**config.mk**
```make
export PLATFORM = sky130hd
export DESIGN_NAME = ks_sample_fifo
export DESIGN_NICKNAME = d
export VERILOG_FILES = /design/src/rtl/ks_sample_fifo.sv
export SDC_FILE = /design/constraint.sdc
export NUM_CORES = 1
export LEC_CHECK = 0
export CORE_ASPECT_RATIO = 1.1
export CORE_MARGIN = 1
export CORE_UTILIZATION = 50
export DETAILED_ROUTE_END_ITERATION = 12
export DONT_BUFFER_PORTS = 1
export SYNTH_ARGS = -nofsm -noshare
export SYNTH_HDL_FRONTEND = slang
export SYNTH_SLANG_ARGS = --single-unit
```
**constraint.sdc**
```tcl
create_clock -name clk -period 3.7 [get_ports clk]
set_input_delay 0.37 -clock clk [delete_from_list [all_inputs] [get_ports clk]]
set_output_delay 0.37 -clock clk [all_outputs]
set_load 0.01 [all_outputs]
```
**src/rtl/ks_sample_fifo.sv**
```systemverilog
`default_nettype none
// +-----------------------------------------------------------------------------+
// | ks_sample_fifo: Avalon-MM sample FIFO popped by the timer toggle tick.     |
// | Revision: 1.0                                                               |
// +-----------------------------------------------------------------------------+
module ks_sample_fifo #(
  parameter int DATA_W     = 16,
  parameter int DEPTH_LOG2 = 6
) (
  input  logic              clk,
  input  logic              reset,
  input  logic [2:0]        fifo_address,
  input  logic              fifo_chipselect,
  input  logic              fifo_write,
  input  logic [31:0]       fifo_writedata,
  output logic [31:0]       fifo_readdata,
  output logic              fifo_irq,
  input  logic              sample_tick,
  output logic [DATA_W-1:0] sample_out,
  output logic              sample_valid
);

  localparam int DEPTH = 1 << DEPTH_LOG2;
  localparam logic [DEPTH_LOG2:0] LVL_FULL = (DEPTH_LOG2+1)'(DEPTH);
  localparam logic [DEPTH_LOG2:0] THR_RST  = (DEPTH_LOG2+1)'(DEPTH / 2);

  logic [DATA_W-1:0]     mem [DEPTH];
  logic [DEPTH_LOG2-1:0] wr_ptr, rd_ptr;
  logic [DEPTH_LOG2:0]   level, level_nxt, threshold;
  logic                  underflow, overflow, irq_pending, enable, irq_en;
  logic                  sync1, sync2, sync3, tick;

  logic wr, push_req, stat_wr, ctrl_wr, thr_wr, flush;
  logic empty, full, pop, push, ovf_set, udf_set, irq_set;

  assign wr       = fifo_chipselect & fifo_write;
  assign push_req = wr & (fifo_address == 3'd0);
  assign stat_wr  = wr & (fifo_address == 3'd1);
  assign ctrl_wr  = wr & (fifo_address == 3'd2);
  assign thr_wr   = wr & (fifo_address == 3'd3);
  assign flush    = wr & (fifo_address == 3'd4);

  assign empty = (level == '0);
  assign full  = (level == LVL_FULL);

  // A flush in the same cycle as a tick suppresses both the pop and underflow.
  assign pop     = tick & enable & ~empty & ~flush;
  assign udf_set = tick & enable & empty & ~flush;
  // A slot freed by a same-cycle pop lets a write to a full FIFO through.
  assign push    = push_req & (~full | pop);
  assign ovf_set = push_req & full & ~pop;

  always_comb begin
    level_nxt = level;
    if (push && !pop)
      level_nxt = level + 1'b1;
    else if (pop && !push)
      level_nxt = level - 1'b1;
  end

  assign irq_set  = udf_set | (pop & (level_nxt <= threshold));
  assign fifo_irq = irq_pending & irq_en;

  // Three flops: two for metastability, the third to detect the rising edge.
  always_ff @(posedge clk or negedge reset) begin
    if (!reset) begin
      sync1 <= 1'b0;
      sync2 <= 1'b0;
      sync3 <= 1'b0;
      tick  <= 1'b0;
    end else begin
      sync1 <= sample_tick;
      sync2 <= sync1;
      sync3 <= sync2;
      tick  <= sync2 & ~sync3;
    end
  end

  always_ff @(posedge clk) begin
    if (push)
      mem[wr_ptr] <= fifo_writedata[DATA_W-1:0];
  end

  always_ff @(posedge clk or negedge reset) begin
    if (!reset) begin
      wr_ptr       <= '0;
      rd_ptr       <= '0;
      level        <= '0;
      sample_out   <= '0;
      sample_valid <= 1'b0;
    end else begin
      sample_valid <= pop;
      if (pop)
        sample_out <= mem[rd_ptr];
      if (flush) begin
        wr_ptr <= '0;
        rd_ptr <= '0;
        level  <= '0;
      end else begin
        if (push)
          wr_ptr <= wr_ptr + 1'b1;
        if (pop)
          rd_ptr <= rd_ptr + 1'b1;
        level <= level_nxt;
      end
    end
  end

  // Sticky flags: set has priority over a coincident write-one-to-clear.
  always_ff @(posedge clk or negedge reset) begin
    if (!reset) begin
      underflow   <= 1'b0;
      overflow    <= 1'b0;
      irq_pending <= 1'b0;
      enable      <= 1'b0;
      irq_en      <= 1'b0;
      threshold   <= THR_RST;
    end else begin
      underflow   <= udf_set | (underflow   & ~(stat_wr & fifo_writedata[2]));
      overflow    <= ovf_set | (overflow    & ~(stat_wr & fifo_writedata[3]));
      irq_pending <= irq_set | (irq_pending & ~(stat_wr & fifo_writedata[4]));
      if (ctrl_wr) begin
        enable <= fifo_writedata[0];
        irq_en <= fifo_writedata[1];
      end
      if (thr_wr)
        threshold <= fifo_writedata[DEPTH_LOG2:0];
    end
  end

  always_comb begin
    fifo_readdata = 32'd0;
    case (fifo_address)
      3'd0:    fifo_readdata = 32'(level);
      3'd1:    fifo_readdata = {27'd0, irq_pending, overflow, underflow, full, empty};
      3'd2:    fifo_readdata = {30'd0, irq_en, enable};
      3'd3:    fifo_readdata = 32'(threshold);
      3'd4:    fifo_readdata = 32'(sample_out);
      default: fifo_readdata = 32'd0;
    endcase
  end

endmodule
`default_nettype wire

```
==> run metrics, run 1 <==
slowest cell delay on critical path 0.65 ns; total track usage 0.231; root buffer cell clkbuf_16; Sw Share 0.292; Core Rows 111; Synth warnings 0; critical path required time 4.10 ns; global-route wire length before repair 143 mm; H-tree levels 3; final core occ 0.574; RSZ-0062 raised after global routing false; Slew @ Worst Pin 0.973 ns; crit-path most repeated cell nor2_1; Max Buffers Root-to-Sink 3; drt first pass iters 5; pwr dens 679 mW/mm^2; grt total ovfl 0; Clk pwr share 0.324; relative slew slack 0.350; Setup Buffers After CTS 0; area delta synth->final 13.0%; CP endpoint kind flop; fmax 0.299 GHz; Die Wd 280 um; register area share after synthesis 0.754; crit path DAT 3.74 ns; DIE HEIGHT 308 um; final hold vios 0; most frequent cells in the layout edfxtp_1 (1024), mux2i_1 (199), mux4_2 (192); Final Wtd Congestion 0.920; Worst Skew 0.0244 ns; Final #Nets 2371; number of cells on the critical path 9; setup violators final 0; worst min-delay path class primary input to flop; startpoint types flop; Vias/cell 5.90; average size of a mapped cell 19.3 um^2; slowest CP cell o21ai_0; internal power 23.1 mW; Sw Pwr 9.53 mW; routed length per instance 27.7 um; io pins 90; Final min period 3.34 ns; 1st-iter DRT viols 2078; commonest non-fill, non-tap cell in the layout edfxtp_1; initial antenna violation count 1; drc violations 0; Hold Crit Depth 2; total CTS buffers 106; Reg2Reg Setup Slack 0.36 ns; post-synthesis cell type count 53; crit share post-route 0.903; status finished clean; FF+latch count, synth 1076; Area contributors post-synth edfxtp_1 (72%), mux4_2 (10%), mux2i_1 (4.7%); Post-Route WL 97.8 mm; Power, Total 32.6 mW; share of the synthesized area in the top cell type 0.723; DP HPWL 55.6 mm; max-slew violation count 0; Setup Crit Path Kind flop to flop; area leader, netlist edfxtp_1; CP max FO 16; number of buffers and inverters on the critical path 2; clock sink count 1076; post-cts resize count 0; vias in the first global route 21.4k; core area 0.0837 mm^2; port buffer count 0; max-cap violation count 0; cell family with most CP delay simple AND/OR/NAND/NOR gates; total number of vias 20.8k; Pleak 15.6 nW; CP Cell Sequence inv_1, ha_1, nor2b_1, nand3_1, o21ai_0, nor2_1, nand2_1, nor2_1, buf_4; Comb power frac 0.245; layout cells sized above 1 0.211; setup TNS 0 ns; reg2reg path depth 9; CTS tree built; Routed Antenna Nets 0; Starting Density 0.508; cells after synthesis 2204; share of power burned in registers 0.432; Reg clk slew, reported paths 0.06 ns; later-pin clock latency in the skew report 0.69 ns; VDD IR max 0.000533 V; largest net degree at the start of global routing 78; die area 0.0862 mm^2; Post-Syn Area 0.0425 mm^2
==> synthesized netlist by cell type, drive strengths merged <==
library cell	instances
edfxtp	1024
mux2i	199
mux4	192
nor2	129
nand2	103
buf	95
a21oi	59
nand3	58
dfrtp	51
o22ai	49
clkbuf	43
a22oi	32
o21ai	20
a31oi	18
o41ai	17
nor2b	16
inv	13
and2	12
ha	12
xor2	9
mux2	5
xnor2	5
nand2b	4
nand3b	4
nand4	4
or2	4
a22o	3
and3	3
nor3b	3
or3	3
a311oi	2
a31o	2
o21a	2
o31ai	2
or3b	2
conb	1
dfstp	1
nor3	1
nor4bb	1
o211ai	1
==> stage by stage <==
step	cell area, um^2	hold slack (ns)	instances	setup slack (ns)
after floorplan	42600	0.0744	2219	0.903
after global placement	44100	0.0760	3319	0.572
after detailed placement	44100	0.0759	3319	0.528
after CTS	48000	0.00623	3534	0.511
after global routing	48000	0.0200	3534	0.241
final	48000	0.0435	3535	0.360
==> power by group through the flow <==
stage | clock network (mW) | logic, mW | registers (mW)
after detailed placement | 0 | 7.78 | 14.3
final | 10.6 | 7.98 | 14.1
after global routing | 11.2 | 8.55 | 14.1
after floorplan | 0 | 5.96 | 14.0
after global placement | 0 | 7.72 | 14.3
after CTS | 10.7 | 8.09 | 14.0
==> metal layers <==
metal  share of wire  GRT usage  routed length (um)  vias to the layer above
li1                -          -                   -                     9081
met1            0.43      0.326               42100                    11000
met2            0.48      0.372               47400                      619
met3           0.060     0.0392                5850                      153
met4           0.025     0.0665                2410                        0
met5               0          0                   0                        -
==> logic make-up after synthesis <==
family | count (synthesis) | synth area share
buffers and inverters | 151 | 0.0207
and+or+nand+nor | 347 | 0.0364
DFF | 1076 | 0.754
other | 1 | 0.0000882
AOI/OAI and AO/OA | 207 | 0.0330
muxes | 396 | 0.150
adders and majority gates | 12 | 0.00353
xor gates and xnor gates | 14 | 0.00288
==> worst reg2reg max path: cells and delay by family (launching register included) <==
kind	cells	cell delay [ns]
fa+ha+maj	1	0.16
simple gates	5	1.39
flops	1	0.44
compound gates	1	0.65
buf+inv	2	0.41
==> flip-flops by register name, summed over array words and instances (netlist names) <==
name	cells
enable	1
sample_valid	1
irq_en	1
sync1	1
irq_pending	1
tick	1
overflow	1
sync3	1
wr_ptr	6
sync2	1
level	7
threshold	7
rd_ptr	6
sample_out	16
underflow	1
mem	1024
==> what timing repair did <==
action                                   CTS  global route
hold buffers                              22             0
hold endpoints to repair                1089             0
endpoints found under the setup margin     0             0
==> cell type report <==
class | count | area (um^2)
Sequential cell | 1076 | 32100
Timing Repair Buffer | 130 | 1430
Antenna cell | 1 | 2.50
Fill cell | 6178 | 35700
Clock inverter | 70 | 691
Inverter | 13 | 48.8
Clock buffer | 123 | 2720
Multi-Input combinational cell | 992 | 9680
Tap cell | 1130 | 1410
==> worst paths after layout <==
| kind | from | end |
|---|---|---|
| worst max-delay path | level[0] | mem[17][0] |
| worst min-delay path | fifo_chipselect | irq_pending |
| worst min register to register | sync2 | sync3 |
| worst max register to register | level[0] | mem[17][0] |
| min in group asynchronous | reset | sync2 |
| max in group asynchronous | reset | threshold[5] |
Note: power is estimated with default switching activity, not from simulation.
==> run 2, diff against run 1 <==
--- a/config.mk
+++ b/config.mk
@@ -10,6 +10,7 @@
 export CORE_UTILIZATION = 50
 export DETAILED_ROUTE_END_ITERATION = 12
 export DONT_BUFFER_PORTS = 1
+export GPL_TIMING_DRIVEN = 0
 export SYNTH_ARGS = -nofsm -noshare
 export SYNTH_HDL_FRONTEND = slang
 export SYNTH_SLANG_ARGS = --single-unit
==> run 2 against run 1 <==
Compared with the run above:
- first-iteration DRC count increased by 5.1%
- die area unchanged
- combinational power increased by 15%
- largest power group unchanged
==> run metrics, run 2 (same netlist as run 1, synthesis figures left out) <==
worst hold slack 0.0255 ns; vias in the first global route 21.9k; drc violations 0; CP Cell Sequence inv_1, ha_1, nor2b_1, nand3_1, o21ai_0, nor2_1, nand2_2, nor2_2; final worst slack 0.0790 ns; Post-Route WL 106 mm; CTS tree built; Max Buffers Root-to-Sink 3; slowest CP cell nor2_2; crit share post-route 0.979; final core occ 0.582; DP HPWL 66.6 mm; relative slew slack 0.319; max-slew violation count 0; post-placement cell area 0.0447 mm^2; commonest non-fill, non-tap cell in the layout edfxtp_1; Reg clk slew, reported paths 0.06 ns; Pleak 15.7 nW; Worst Skew 0.0269 ns; Design Area, Final 0.0487 mm^2; core area 0.0837 mm^2; Die Wd 280 um; port buffer count 0; number of buffers and inverters on the critical path 1; io pins 90; die area 0.0862 mm^2; Largest register FFs 1024; critical path required time 3.98 ns; Routed Antenna Nets 0; total track usage 0.250; number of non-filler instances in the completed layout 3602; later-pin clock latency in the skew report 0.68 ns; routed length per instance 29.3 um; most frequent cells in the layout edfxtp_1 (1024), mux2i_1 (199), mux4_2 (192); layout cells sized above 1 0.236; Final min period 3.62 ns; pwr dens 690 mW/mm^2; Top reg by flops mem; grt total ovfl 0; startpoint types flop; global-route wire length before repair 152 mm; Largest regs mem: 1024 flops, sample_out: 16 flops; Final #Nets 2433; Final Wtd Congestion 0.991; Setup Crit Path Kind flop to flop; 1st-iter DRT viols 2185; CP max FO 16; VDD IR max 0.000447 V; worst min-delay path class primary input to flop; Slew @ Worst Pin 1.02 ns; fmax 0.276 GHz; cell family with most CP delay simple AND/OR/NAND/NOR gates; RSZ-0062 raised after global routing true; Core Rows 111; area delta synth->final 14.5%; post-place setup slack -0.380 ns; setup violators final 0; Vias/cell 5.96; slowest cell delay on critical path 0.93 ns; crit path DAT 3.90 ns; CP endpoint kind flop; clock sink count 1076; max-cap violation count 0; Power, Total 33.6 mW; root buffer cell clkbuf_16; Starting Density 0.508; total number of vias 21.5k; setup TNS 0 ns; placed insts 3384; fill count 6128; initial antenna violation count 2; status finished clean; DIE HEIGHT 308 um; drt first pass iters 6; largest net degree at the start of global routing 67; total CTS buffers 105; H-tree levels 3; final hold vios 0
## run 2: changes by cell type in the layout (fill, tap and decap cells not counted), sizes merged
cell,previous run,this run
diode,1,2
clkinvlp,2,1
buf,125,147
clkbuf,123,171
bufinv,11,10
dlygate4sd3,5,3
## run 2: per-layer routing
layer  up-vias  part of all wire  global-route usage
met2       822              0.50               0.412
met3       181             0.065              0.0392
met1     11200              0.41               0.341
met4         2             0.030              0.0827
li1       9229                 -                   -
met5         -           0.00011                   0
## run 2: path summary, 6_finish.rpt
kind                       cells past startpoint       startpoint  slack, ns      endpoint
max                                            8         level[0]       0.08    mem[59][9]
min                                            4  fifo_address[0]       0.03  threshold[2]
max reg2reg                                    8         level[0]       0.08    mem[59][9]
min reg2reg                                    0            sync1       0.36         sync2
max in group asynchronous                      2            reset       3.20  threshold[5]
min in group asynchronous                      2            reset       0.23         sync1
## run 2: final cells by class
type                       instances  area, um^2  area share
antenna                            2        5.00    0.000103
tap                             1130        1410      0.0290
buffer                           138         830      0.0170
inverter                          13        48.8     0.00100
clock inverter                    68         619      0.0127
timing repair buffer              55        1020      0.0209
multi-input combinational        992        9920       0.204
clock buffer                     128        2800      0.0574
sequential                      1076       32100       0.658
## run 2: what timing repair did
action / 4_1_cts / 5_1_grt
pin swaps: 0 / 0
buffers inserted: 0 / 0
gates resized for setup: 17 / 16
endpoints found under the hold margin: 1089 / 0
setup endpoints to repair: 237 / 507
gates cloned: 0 / 0
hold buffers: 20 / 0
## run 2: where the power goes
part / leakage [nW] / total, mW / internal, mW / switching, mW
clock: 1.69 / 10.6 / 6.07 / 4.51
combinational: 4.22 / 9.14 / 3.70 / 5.43
sequential: 9.82 / 13.9 / 13.5 / 0.379
## run 2: worst reg2reg max path, delay by kind of cell (launching register included)
kind	cells	cell delay, ns
DFF	1	0.47
and+or+nand+nor	5	2.18
buffers and inverters	1	0.13
AOI/OAI and AO/OA	1	0.23
adders and majority gates	1	0.21
